$ cat config.mk
export PLATFORM = sky130hd
export DESIGN_NAME = divider_restoring_seq_flat
export DESIGN_NICKNAME = d
export VERILOG_FILES = /design/src/rtl/divider_restoring_seq_if.sv /design/src/rtl/divider_restoring_seq.sv /design/src/flat_wrapper.sv
export SDC_FILE = /design/constraint.sdc
export NUM_CORES = 1
export LEC_CHECK = 0
export CAP_MARGIN = 15
export CELL_PAD_IN_SITES_DETAIL_PLACEMENT = 1
export CELL_PAD_IN_SITES_GLOBAL_PLACEMENT = 1
export CORE_MARGIN = 3
export CORE_UTILIZATION = 42
export CTS_CLUSTER_SIZE = 20
export DETAILED_ROUTE_END_ITERATION = 8
export GPL_ROUTABILITY_DRIVEN = 0
export HOLD_SLACK_MARGIN = 0.03
export PLACE_DENSITY_LB_ADDON = 0.12
export SKIP_LAST_GASP = 1
export SLEW_MARGIN = 40
export SYNTH_ARGS = -nofsm -noshare
export SYNTH_HDL_FRONTEND = slang
export SYNTH_SLANG_ARGS = --single-unit
$ cat constraint.sdc
create_clock -name clk -period 5.6 [get_ports clk]
set_input_delay 1.12 -clock clk [delete_from_list [all_inputs] [get_ports clk]]
set_output_delay 1.12 -clock clk [all_outputs]
set_load 0.01 [all_outputs]
$ cat src/rtl/divider_restoring_seq_if.sv
// rtl/divider_restoring_seq_if.sv - request/result bundle for the sequential restoring divider
//
// Purpose: groups the divider handshake and operand/result buses.
// Ports (signals):
//   start        request pulse, honoured only while busy=0
//   dividend     2*WIDTH-bit unsigned numerator
//   divisor      WIDTH-bit unsigned denominator
//   busy         high while iterating
//   done         one-cycle pulse when results are valid
//   quotient     2*WIDTH-bit unsigned result
//   remainder    WIDTH-bit unsigned result
//   div_by_zero  set together with done when the divisor was 0
// Modports: master drives the request side, slave (the divider) drives results.

interface divider_restoring_seq_if #(
    parameter int WIDTH = 4
);
    logic                 start;
    logic [2*WIDTH-1:0]   dividend;
    logic [WIDTH-1:0]     divisor;
    logic                 busy;
    logic                 done;
    logic [2*WIDTH-1:0]   quotient;
    logic [WIDTH-1:0]     remainder;
    logic                 div_by_zero;

    modport master (
        output start, dividend, divisor,
        input  busy, done, quotient, remainder, div_by_zero
    );

    modport slave (
        input  start, dividend, divisor,
        output busy, done, quotient, remainder, div_by_zero
    );
endinterface

$ cat src/rtl/divider_restoring_seq.sv
// rtl/divider_restoring_seq.sv - sequential restoring divider, one quotient bit per clock
//
// Purpose: divides a 2*WIDTH-bit unsigned dividend by a WIDTH-bit unsigned
// divisor, producing quotient and remainder after 2*WIDTH iterations.
// A zero divisor completes immediately with quotient all ones,
// remainder = dividend[WIDTH-1:0] and div_by_zero set.
// Ports:
//   clk    rising-edge clock
//   rst_n  synchronous active-low reset
//   dif    divider_restoring_seq_if.slave (start/operands in, results out)
// All outputs are registered.

module divider_restoring_seq #(
    parameter int WIDTH = 4
) (
    input  logic                   clk,
    input  logic                   rst_n,
    divider_restoring_seq_if.slave dif
);
    localparam int QW = 2 * WIDTH;
    localparam int CW = $clog2(QW + 1);

    typedef enum logic [1:0] {
        S_IDLE = 2'd0,
        S_RUN  = 2'd1,
        S_DONE = 2'd2
    } state_e;

    state_e            state_q, state_d;
    logic [CW-1:0]     cnt_q, cnt_d;
    logic [QW-1:0]     q_q, q_d;        // quotient shift register, dividend shifts out the top
    logic [WIDTH:0]    p_q, p_d;        // partial remainder
    logic [WIDTH-1:0]  dvs_q, dvs_d;
    logic              busy_q, busy_d;
    logic              done_q, done_d;
    logic [QW-1:0]     quo_q, quo_d;
    logic [WIDTH-1:0]  rem_q, rem_d;
    logic              dbz_q, dbz_d;

    logic              accept;
    logic [WIDTH:0]    t_step;
    logic [WIDTH:0]    diff_step;
    logic              ge_step;
    logic [WIDTH:0]    p_step;
    logic [QW-1:0]     q_step;

    // A request is taken in IDLE and also in the DONE cycle (back-to-back).
    assign accept = dif.start && (state_q != S_RUN);

    // One restoring step. P < divisor holds between steps, so T <= 2*divisor-1
    // fits in WIDTH+1 bits and the top bit of P is never needed to form T.
    assign t_step    = {p_q[WIDTH-1:0], q_q[QW-1]};
    assign diff_step = t_step - {1'b0, dvs_q};
    assign ge_step   = (t_step >= {1'b0, dvs_q});
    assign p_step    = ge_step ? diff_step : t_step;
    assign q_step    = {q_q[QW-2:0], ge_step};

    logic unused_p_msb;
    assign unused_p_msb = p_q[WIDTH];

    // State register
    always_ff @(posedge clk) begin
        if (!rst_n) begin
            state_q <= S_IDLE;
            cnt_q   <= '0;
            q_q     <= '0;
            p_q     <= '0;
            dvs_q   <= '0;
            busy_q  <= 1'b0;
            done_q  <= 1'b0;
            quo_q   <= '0;
            rem_q   <= '0;
            dbz_q   <= 1'b0;
        end else begin
            state_q <= state_d;
            cnt_q   <= cnt_d;
            q_q     <= q_d;
            p_q     <= p_d;
            dvs_q   <= dvs_d;
            busy_q  <= busy_d;
            done_q  <= done_d;
            quo_q   <= quo_d;
            rem_q   <= rem_d;
            dbz_q   <= dbz_d;
        end
    end

    // Next-state logic
    always_comb begin
        state_d = state_q;
        case (state_q)
            S_RUN: begin
                if (cnt_q == CW'(1)) begin
                    state_d = S_DONE;
                end
            end
            default: begin
                if (accept) begin
                    state_d = (dif.divisor == '0) ? S_DONE : S_RUN;
                end else begin
                    state_d = S_IDLE;
                end
            end
        endcase
    end

    // Datapath and registered-output next values
    always_comb begin
        cnt_d  = cnt_q;
        q_d    = q_q;
        p_d    = p_q;
        dvs_d  = dvs_q;
        busy_d = busy_q;
        done_d = 1'b0;
        quo_d  = quo_q;
        rem_d  = rem_q;
        dbz_d  = dbz_q;
        case (state_q)
            S_RUN: begin
                q_d   = q_step;
                p_d   = p_step;
                cnt_d = cnt_q - CW'(1);
                if (cnt_q == CW'(1)) begin
                    busy_d = 1'b0;
                    done_d = 1'b1;
                    quo_d  = q_step;
                    rem_d  = p_step[WIDTH-1:0];
                    dbz_d  = 1'b0;
                end
            end
            default: begin
                busy_d = 1'b0;
                if (accept) begin
                    q_d   = dif.dividend;
                    dvs_d = dif.divisor;
                    p_d   = '0;
                    cnt_d = CW'(QW);
                    if (dif.divisor == '0) begin
                        done_d = 1'b1;
                        quo_d  = '1;
                        rem_d  = dif.dividend[WIDTH-1:0];
                        dbz_d  = 1'b1;
                    end else begin
                        busy_d = 1'b1;
                    end
                end
            end
        endcase
    end

    assign dif.busy        = busy_q;
    assign dif.done        = done_q;
    assign dif.quotient    = quo_q;
    assign dif.remainder   = rem_q;
    assign dif.div_by_zero = dbz_q;

endmodule

$ cat src/flat_wrapper.sv
// flat-port wrapper written by rule: the top's interface ports become plain ports
module divider_restoring_seq_flat 
#(
    parameter int WIDTH = 4
)
  (clk, rst_n, dif_start, dif_dividend, dif_divisor, dif_busy, dif_done, dif_quotient, dif_remainder, dif_div_by_zero);
  divider_restoring_seq_if #(.WIDTH(WIDTH)) dif_i ();
  input  logic clk;
  input  logic rst_n;
  input wire logic [$bits(dif_i.start)-1:0] dif_start;
  input wire logic [$bits(dif_i.dividend)-1:0] dif_dividend;
  input wire logic [$bits(dif_i.divisor)-1:0] dif_divisor;
  output wire logic [$bits(dif_i.busy)-1:0] dif_busy;
  output wire logic [$bits(dif_i.done)-1:0] dif_done;
  output wire logic [$bits(dif_i.quotient)-1:0] dif_quotient;
  output wire logic [$bits(dif_i.remainder)-1:0] dif_remainder;
  output wire logic [$bits(dif_i.div_by_zero)-1:0] dif_div_by_zero;
  assign dif_i.start = dif_start;
  assign dif_i.dividend = dif_dividend;
  assign dif_i.divisor = dif_divisor;
  assign dif_busy = dif_i.busy;
  assign dif_done = dif_i.done;
  assign dif_quotient = dif_i.quotient;
  assign dif_remainder = dif_i.remainder;
  assign dif_div_by_zero = dif_i.div_by_zero;
  divider_restoring_seq #(.WIDTH(WIDTH)) u_core (.clk(clk), .rst_n(rst_n), .dif(dif_i));
endmodule
==> results of run 1 <==
==> state kept, by name (all words and copies together) (netlist names) <==
signal                  count
u_core.dvs_q                4
u_core.state_q              2
u_core.p_q                  4
u_core.cnt_q                4
u_core.q_q                  8
u_core.dif.remainder        4
u_core.dif.quotient         8
u_core.dif.div_by_zero      1
u_core.dif.done             1
==> routing by layer <==
metal	up-vias	wire length, um	share of wire, %
met2	21	2294	50
met4	0	77	1.7
li1	746	-	-
met1	716	2059	45
met3	8	124	2.7
met5	-	0	0
==> layout by cell type (no fill, tap or decap), drive strengths merged, types with 2 or more instances in the layout <==
cell type      Yosys  layout
inv                8       8
nand2             14      14
o21ai             17      17
clkbuf             8       8
and2               3       3
nor2b              6       6
dfxtp             36      36
clkdlybuf4s50      0      28
mux2i              9       9
ha                 6       6
a31o               2       2
a21oi              9       9
and3               3       3
a21boi             6       6
nor2              23      23
nor3b              8       8
buf                5       4
mux2               3       3
nand3              6       6
a31oi              2       2
nor3               9       9
or3                2       2
==> critical path: cells and delay by family <==
family	cells	cell delay [ns]
mux	1	0.37
buf+inv	1	0.43
simple gates	2	0.93
compound gates	2	0.35
==> worst max path at each step <==
stage,from,to,slack [ns]
final,dif_divisor[1],u_core.dif.remainder[1]$_SDFFE_PN0P_,2.61
after global routing,dif_divisor[0],u_core.dif.remainder[2]$_SDFFE_PN0P_,2.43
after CTS,dif_divisor[0],u_core.dif.remainder[1]$_SDFFE_PN0P_,2.57
after detailed placement,dif_divisor[1],u_core.dif.remainder[1]$_SDFFE_PN0P_,2.34
after global placement,dif_divisor[0],u_core.dif.remainder[1]$_SDFFE_PN0P_,2.44
after floorplan,dif_divisor[0],u_core.dif.quotient[2]$_SDFFE_PN0P_,3.38
==> cell type report <==
class / instances / area share (%)
multi-input combinational: 143 / 43.44
sequential: 36 / 33.72
timing repair buffer: 32 / 14.40
clock buffer: 8 / 4.215
tap: 48 / 2.810
inverter: 8 / 1.405
==> logic make-up (layout without fill, tap and decap cells) <==
family | after synthesis | in the layout | synth area share (%)
compound gates | 45 | 45 | 16.91
xor+xnor | 2 | 2 | 1.007
fa+ha+maj | 7 | 7 | 5.468
buf+inv | 21 | 48 | 5.396
flops | 36 | 36 | 41.44
mux | 12 | 12 | 7.122
simple gates | 77 | 77 | 22.66
==> power groups by stage <==
stage / Sequential (mW) / Combinational [mW] / Clock, mW
4_1_cts: 0.286 / 0.132 / 0.197
3_3_place_gp: 0.291 / 0.123 / 0
5_1_grt: 0.289 / 0.145 / 0.210
6_report: 0.286 / 0.131 / 0.191
3_5_place_dp: 0.292 / 0.131 / 0
2_1_floorplan: 0.290 / 0.0877 / 0
==> stage by stage <==
stage	cell area (um^2)	utilization, %	cells	total power, mW	setup slack (ns)
finish	2137	55.85	275	0.6089	2.612
global route	2137	55.85	275	0.6441	2.434
CTS	2137	55.85	275	0.6149	2.566
detailed placement	2047	53.50	267	0.4226	2.344
global placement	2048	53.53	267	0.4135	2.441
floorplan	1739	-	200	0.3777	3.378
==> metrics.md, run 1 <==
| Metric | Value |
|---|---|
| Post-Synthesis Cell Area | 1739 um^2 |
| Fill count | approximately 450 |
| Gate Count Post-Synth | 200 |
| Vias/cell | 5.422 |
| Internal Power | 0.4360 mW |
| I/O pin cnt | 30 |
| Setup Fix Bufs, Post-CTS | 0 |
| Total GRT Usage | 19.77% |
| CTS tree | done |
| Tcrit/Tclk final | 53.35% |
| Slew Limit Fails | 0 |
| Hold depth | 2 |
| CP startpoint kind | input pin |
| DRT iter0 DRCs | 29 |
| Routed via count | about 1,500 |
| Area of the multi-input gates | 928.4 um^2 |
| Post-Route WL | around 4600 um |
| First-pass GRT wire length | 7803 um |
| Die area | 4949 um^2 |
| Global route hottest layer | met2 |
| WP data arrival | ~3.2 ns |
| Hold Slack | ~0.48 ns |
| Fin Setup TNS | 0 ns |
| Hold WC Path Type | register to register |
| Post-DP HPWL | 3323 um |
| R2R Setup Slk | 3.52 ns |
| Comb power frac | 21.5% |
| Nature of the critical path endpoint | register |
| Sequential area share after synthesis | 41.44% |
| Port bufs | 29 |
| Vias in the first global route | 1,621 |
| RSZ-0062 raised after global routing | false |
| Post-synth top cells | dfxtp_1 (36), nor2_1 (22), o21ai_0 (16), nand2_1 (14) |
| Maximum root-to-sink buffer count | 2 |
| Core Region | 3826 um^2 |
| TritonCTS Sinks | 36 |
| Cells on worst reg2reg path | 7 |
| Yosys top cell by area | dfxtp_1 |
| WL per Instance | 16.57 um |
| Largest fanout on the critical path | 16 |
| Async S/R FF share, synth | 0% |
| Post-Route Skew | 0.009286 ns |
| Critical path data required time | between 5 and 6 ns |
| Hold_buf cts | 0 |
| CTS Buf Count | 5 |
| Reg power frac | 47.0% |
| Die W | ~70 um |
| First-pass iteration count of the detailed router | 4 |
| Power density over cell area | 284.9 nW/um^2 |
| Number of synthesized flops with an enable pin | 0 |
| CP peak stage delay | between 0.5 and 0.6 ns |
| Top cell type's share of synthesized area | 41.44% |
| Maximum Capacitance Violations | 0 |
| Mapped Nets | between 200 and 250 |
| Die extent in y | around 70 um |
| Synthesis-to-finish area growth | 22.88% |
| Sw frac | 28.39% |
| Max rail drop VDD | 0.1334 mV |
| Clock transition at the registers of the reported paths | roughly 0.08 ns |
| Worst slew margin | 49.46% |
| Outcome | complete, no violations |
| Register Area | 720.7 um^2 |
| H-tree levels | 2 |
| Initial Util | 45.45% |
| Synth Register Bits | 36 |
| # DRC | 0 |
| Post-route ant nets | 0 |
| Top_reg_cell synth | dfxtp_1 |
| Met3 usage | 5.180% |
| Critical path class | input pin to register |
| Met1 usage | 23.32% |
| Worst r2r dst | u_core.dif.remainder[3]$_SDFFE_PN0P_ |
| Rows | 22 |
| Slew of the pin with the lowest slew margin | 0.7434 ns |
| Crit path max-delay cell type | nor4_1 |
| Avg Inst Size Synth | ~8.7 um^2 |
| Max frequency | between 0.3 and 0.4 GHz |
| Final Hold Vio Count | 0 |
| Switch Pwr | 0.1729 mW |
| FF-to-FF Start | u_core.dvs_q[1]$_SDFFE_PN0P_ |
| Gr ovfl total | 0 |
| Met2 usage | 34.30% |
| Hold_sp | u_core.dvs_q[1]$_SDFFE_PN0P_ |
| Critical Path, Cell by Cell | clkdlybuf4s50_1 -> nor4_1 -> mux2i_2 -> nor2_4 -> o211ai_1 -> o22ai_1 |
| Initial antenna violation count | 0 |
| Final Net Count | approximately 250 |
| Worst min-delay path endpoint | u_core.dvs_q[1]$_SDFFE_PN0P_ |
| Diodes inserted | 0 |
| Final Critical Period | 2.988 ns |
| Synth unique cells | 46 |
| Clock Power Share | 31.4% |
| Pleak | 0.8144 nW |
| Skew-Pair Late Insertion Delay | 0.29 ns |
| CTS Root Cell | clkbuf_8 |
| Setup violators final | 0 |
| Top cells by area, synth | dfxtp_1 (41%), mux2i_1 (5.2%), nor2_1 (4.7%) |
| Largest net degree at the start of global routing | 38 |
| Share of cells above drive strength 1 | roughly 9% |
| Yosys warnings | 0 |
| Post-CTS Resized | 0 |
| Most common cell in the synthesized netlist | dfxtp_1 |
Note: power is estimated with default switching activity, not from simulation.
==> inputs of run 2 (changes only) <==
--- a/config.mk
+++ b/config.mk
@@ -9,7 +9,7 @@
 export CELL_PAD_IN_SITES_DETAIL_PLACEMENT = 1
 export CELL_PAD_IN_SITES_GLOBAL_PLACEMENT = 1
 export CORE_MARGIN = 3
-export CORE_UTILIZATION = 42
+export CORE_UTILIZATION = 39
 export CTS_CLUSTER_SIZE = 20
 export DETAILED_ROUTE_END_ITERATION = 8
 export GPL_ROUTABILITY_DRIVEN = 0
==> constraint.sdc (replaced) <==
create_clock -name clk -period 3.07 [get_ports clk]
set_input_delay 0.614 -clock clk [delete_from_list [all_inputs] [get_ports clk]]
set_output_delay 0.614 -clock clk [all_outputs]
set_load 0.01 [all_outputs]
==> run 2 against run 1 <==
Sequential power is 82% higher; via count increased by 3.3%; worst setup slack got worse by 1.9 ns; register-to-register slack worse by 2.5 ns; clock skew shrank 0.0055 ns; final cell count increased by 1.5%; routed wire length down 0.42%; hold slack got worse by 0.0047 ns; largest cell class unchanged; highest routed layer unchanged.
==> metrics.md, run 2 (synthesized netlist as in run 1, its figures left out) <==
| Metric | Value |
|---|---|
| RSZ-0062 raised after global routing | false (unchanged) |
| WP data arrival | 2.62 ns (was 3.20 ns) |
| DRT iter0 DRCs | 27 (was 29) |
| Area of the multi-input gates | 924.6 um^2 (was 928.4 um^2) |
| Nature of the critical path endpoint | register (unchanged) |
| CTS Root Cell | clkbuf_8 (unchanged) |
| First-pass iteration count of the detailed router | 4 (unchanged) |
| H-tree levels | 2 (unchanged) |
| Fill count | 497 (was 454) |
| Slew of the pin with the lowest slew margin | 0.7612 ns (was 0.7434 ns) |
| Post-DP HPWL | 3413 um (was 3323 um) |
| Hold_buf cts | 0 (unchanged) |
| Most frequent cells in the layout | dfxtp_1 (36), clkdlybuf4s50_1 (29), nor2_1 (22) (was dfxtp_1 (36), clkdlybuf4s50_1 (28), nor2_1 (22)) |
| R2R Setup Slk | 1.01 ns (was 3.52 ns) |
| Rows | 23 (was 22) |
| Synthesis-to-finish area growth | 24.96% (was 22.88%) |
| Hold WC Path Type | register to register (unchanged) |
| Largest net degree at the start of global routing | 26 (was 38) |
| CTS Buf Count | 5 (unchanged) |
| FF-to-FF Start | u_core.state_q[0]$_SDFFE_PN0P_ (was u_core.dvs_q[1]$_SDFFE_PN0P_) |
| Max frequency | 0.4156 GHz |
| Post-CTS Resized | 0 (unchanged) |
| Maximum root-to-sink buffer count | 2 (unchanged) |
| Worst slew margin | 49.10% (was 49.46%) |
| Critical Path, Cell by Cell | clkdlybuf4s50_1 -> nor4_1 -> mux2i_1 -> nor2_4 -> o211ai_1 -> o22ai_1 (was clkdlybuf4s50_1 -> nor4_1 -> mux2i_2 -> nor2_4 -> o211ai_1 -> o22ai_1) |
| WL per Instance | 16.26 um (was 16.57 um) |
| CTS tree | done (unchanged) |
| CP top delay family | simple AND/OR/NAND/NOR gates (unchanged) |
| Final Critical Period | between 2 and 2.5 ns |
| Initial Util | 41.97% (was 45.45%) |
| Critical path class | input pin to register (unchanged) |
| Cells on worst reg2reg path | 5 (was 7) |
| Final Net Count | 250 (was 248) |
| Register Area | 720.7 um^2 (unchanged) |
| Setup violators final | 0 (unchanged) |
| Power density over cell area | 537.8 nW/um^2 (was 284.9 nW/um^2) |
| I/O pin cnt | 30 (unchanged) |
| Setup Fix Bufs, Post-CTS | 0 (unchanged) |
| Share of cells above drive strength 1 | 9.170% (was 8.811%) |
| Tcrit/Tclk final | 78.37% |
| Die area | 5297 um^2 (was 4949 um^2) |
| Routed via count | 1,540 (was 1,491) |
| Crit path max-delay cell type | nor4_1 (unchanged) |
| CP peak stage delay | 0.50 ns (was 0.54 ns) |
| Pleak | 0.8341 nW (was 0.8144 nW) |
| Fin Setup TNS | 0 ns (unchanged) |
| Commonest non-fill, non-tap cell in the layout | dfxtp_1 (unchanged) |
| Critical path data required time | 3.28 ns (was 5.82 ns) |
| Slew Limit Fails | 0 (unchanged) |
| Outcome | complete, no violations (unchanged) |
| Port bufs | 29 (unchanged) |
| Die extent in y | 72.78 um (was 70.35 um) |
| Maximum Capacitance Violations | 0 (unchanged) |
| Hold depth | 2 (unchanged) |
| Worst r2r dst | u_core.dif.quotient[1]$_SDFFE_PN0P_ (was u_core.dif.remainder[3]$_SDFFE_PN0P_) |
| Hold_sp | u_core.dvs_q[1]$_SDFFE_PN0P_ (unchanged) |
| Die W | 72.78 um (was 70.35 um) |
| TritonCTS Sinks | 36 (unchanged) |
| CP startpoint kind | input pin (unchanged) |
| Post-Route Skew | 0.003819 ns (was 0.009286 ns) |
| Final Hold Vio Count | 0 (unchanged) |
| Area after DPL | 2066 um^2 (was 2047 um^2) |
| Largest fanout on the critical path | 16 (unchanged) |
| Final worst slack | 0.6639 ns (was 2.612 ns) |
| Vias/cell | 5.520 (was 5.422) |
| Core Region | 4144 um^2 (was 3826 um^2) |
| Max rail drop VDD | 0.2345 mV (was 0.1334 mV) |
| Pre-CTS setup slack | 0.3902 ns (was 2.344 ns) |
| Gr ovfl total | 0 (unchanged) |
| Post-layout util | 52.45% (was 55.85%) |
| First-pass GRT wire length | 7741 um (was 7803 um) |
| Post-route ant nets | 0 (unchanged) |
| Skew-Pair Late Insertion Delay | 0.28 ns (was 0.29 ns) |
| Vias in the first global route | 1,646 (was 1,621) |
| Clock transition at the registers of the reported paths | 0.07 ns (was 0.08 ns) |
| Worst min-delay path endpoint | u_core.dvs_q[1]$_SDFFE_PN0P_ (unchanged) |
| Diodes inserted | 0 (unchanged) |
| Post-route cell area | 2173 um^2 (was 2137 um^2) |
| # DRC | 0 (unchanged) |
| Post-Route WL | 4537 um (was 4556 um) |
| Buffers & Inverters on Critical Path | 1 (unchanged) |
| Initial antenna violation count | 0 (unchanged) |
| Total GRT Usage | 18.78% (was 19.77%) |
==> run 2: where the power goes <==
group	leakage, nW	switching [mW]	total (mW)	internal, mW
sequential	0.295	0.0223	0.521	0.499
clock	0.0552	0.163	0.404	0.241
combinational	0.484	0.128	0.244	0.116
total	0.834	0.314	1.17	0.855
==> run 2: cell type report <==
class | instances | share of cell area (%)
flip-flops and latches | 36 | 33.16
well taps | 50 | 2.879
multi-input cells | 143 | 42.54
inverters | 8 | 1.382
clock buffers | 6 | 3.339
clock inverters | 2 | 1.612
repair buffers | 34 | 15.08
==> run 2: through the flow <==
stage	power [mW]	cells	hold slack (ns)
2_1_floorplan	0.6889	200	0.4435
3_3_place_gp	0.7590	271	0.4554
3_5_place_dp	0.7752	271	0.4671
4_1_cts	1.183	279	0.4768
5_1_grt	1.232	279	0.4994
6_report	1.169	279	0.4734
==> run 2: worst max-delay path by stage <==
stage,start,endpoint,slack [ns],cells past startpoint
floorplan,u_core.dvs_q[1]$_SDFFE_PN0P_,u_core.dif.remainder[3]$_SDFFE_PN0P_,1.21,7
global placement,dif_divisor[0],u_core.dif.remainder[1]$_SDFFE_PN0P_,0.54,6
CTS,dif_divisor[0],u_core.dif.remainder[1]$_SDFFE_PN0P_,0.67,6
finish,dif_divisor[0],u_core.dif.remainder[1]$_SDFFE_PN0P_,0.66,6
global route,dif_divisor[0],u_core.dif.remainder[1]$_SDFFE_PN0P_,0.53,6
detailed placement,dif_divisor[0],u_core.dif.remainder[1]$_SDFFE_PN0P_,0.39,6
==> run 2: layer usage <==
| metal | wire length [um] | part of all wire, % | track usage, % | vias to the layer above |
|---|---|---|---|---|
| li1 | - | - | - | 748 |
| met2 | 2331 | 51 | 33.07 | 23 |
| met4 | 61 | 1.3 | 6.148 | 0 |
| met3 | 148 | 3.3 | 4.959 | 7 |
| met5 | 0 | 0 | 0 | - |
| met1 | 1996 | 44 | 22.03 | 762 |
==> run 2: worst min-delay path: stages, from the launching register on <==
cell and delay (ns):
dfxtp_1 0.31, nand2_1 0.05, a21boi_0 0.07
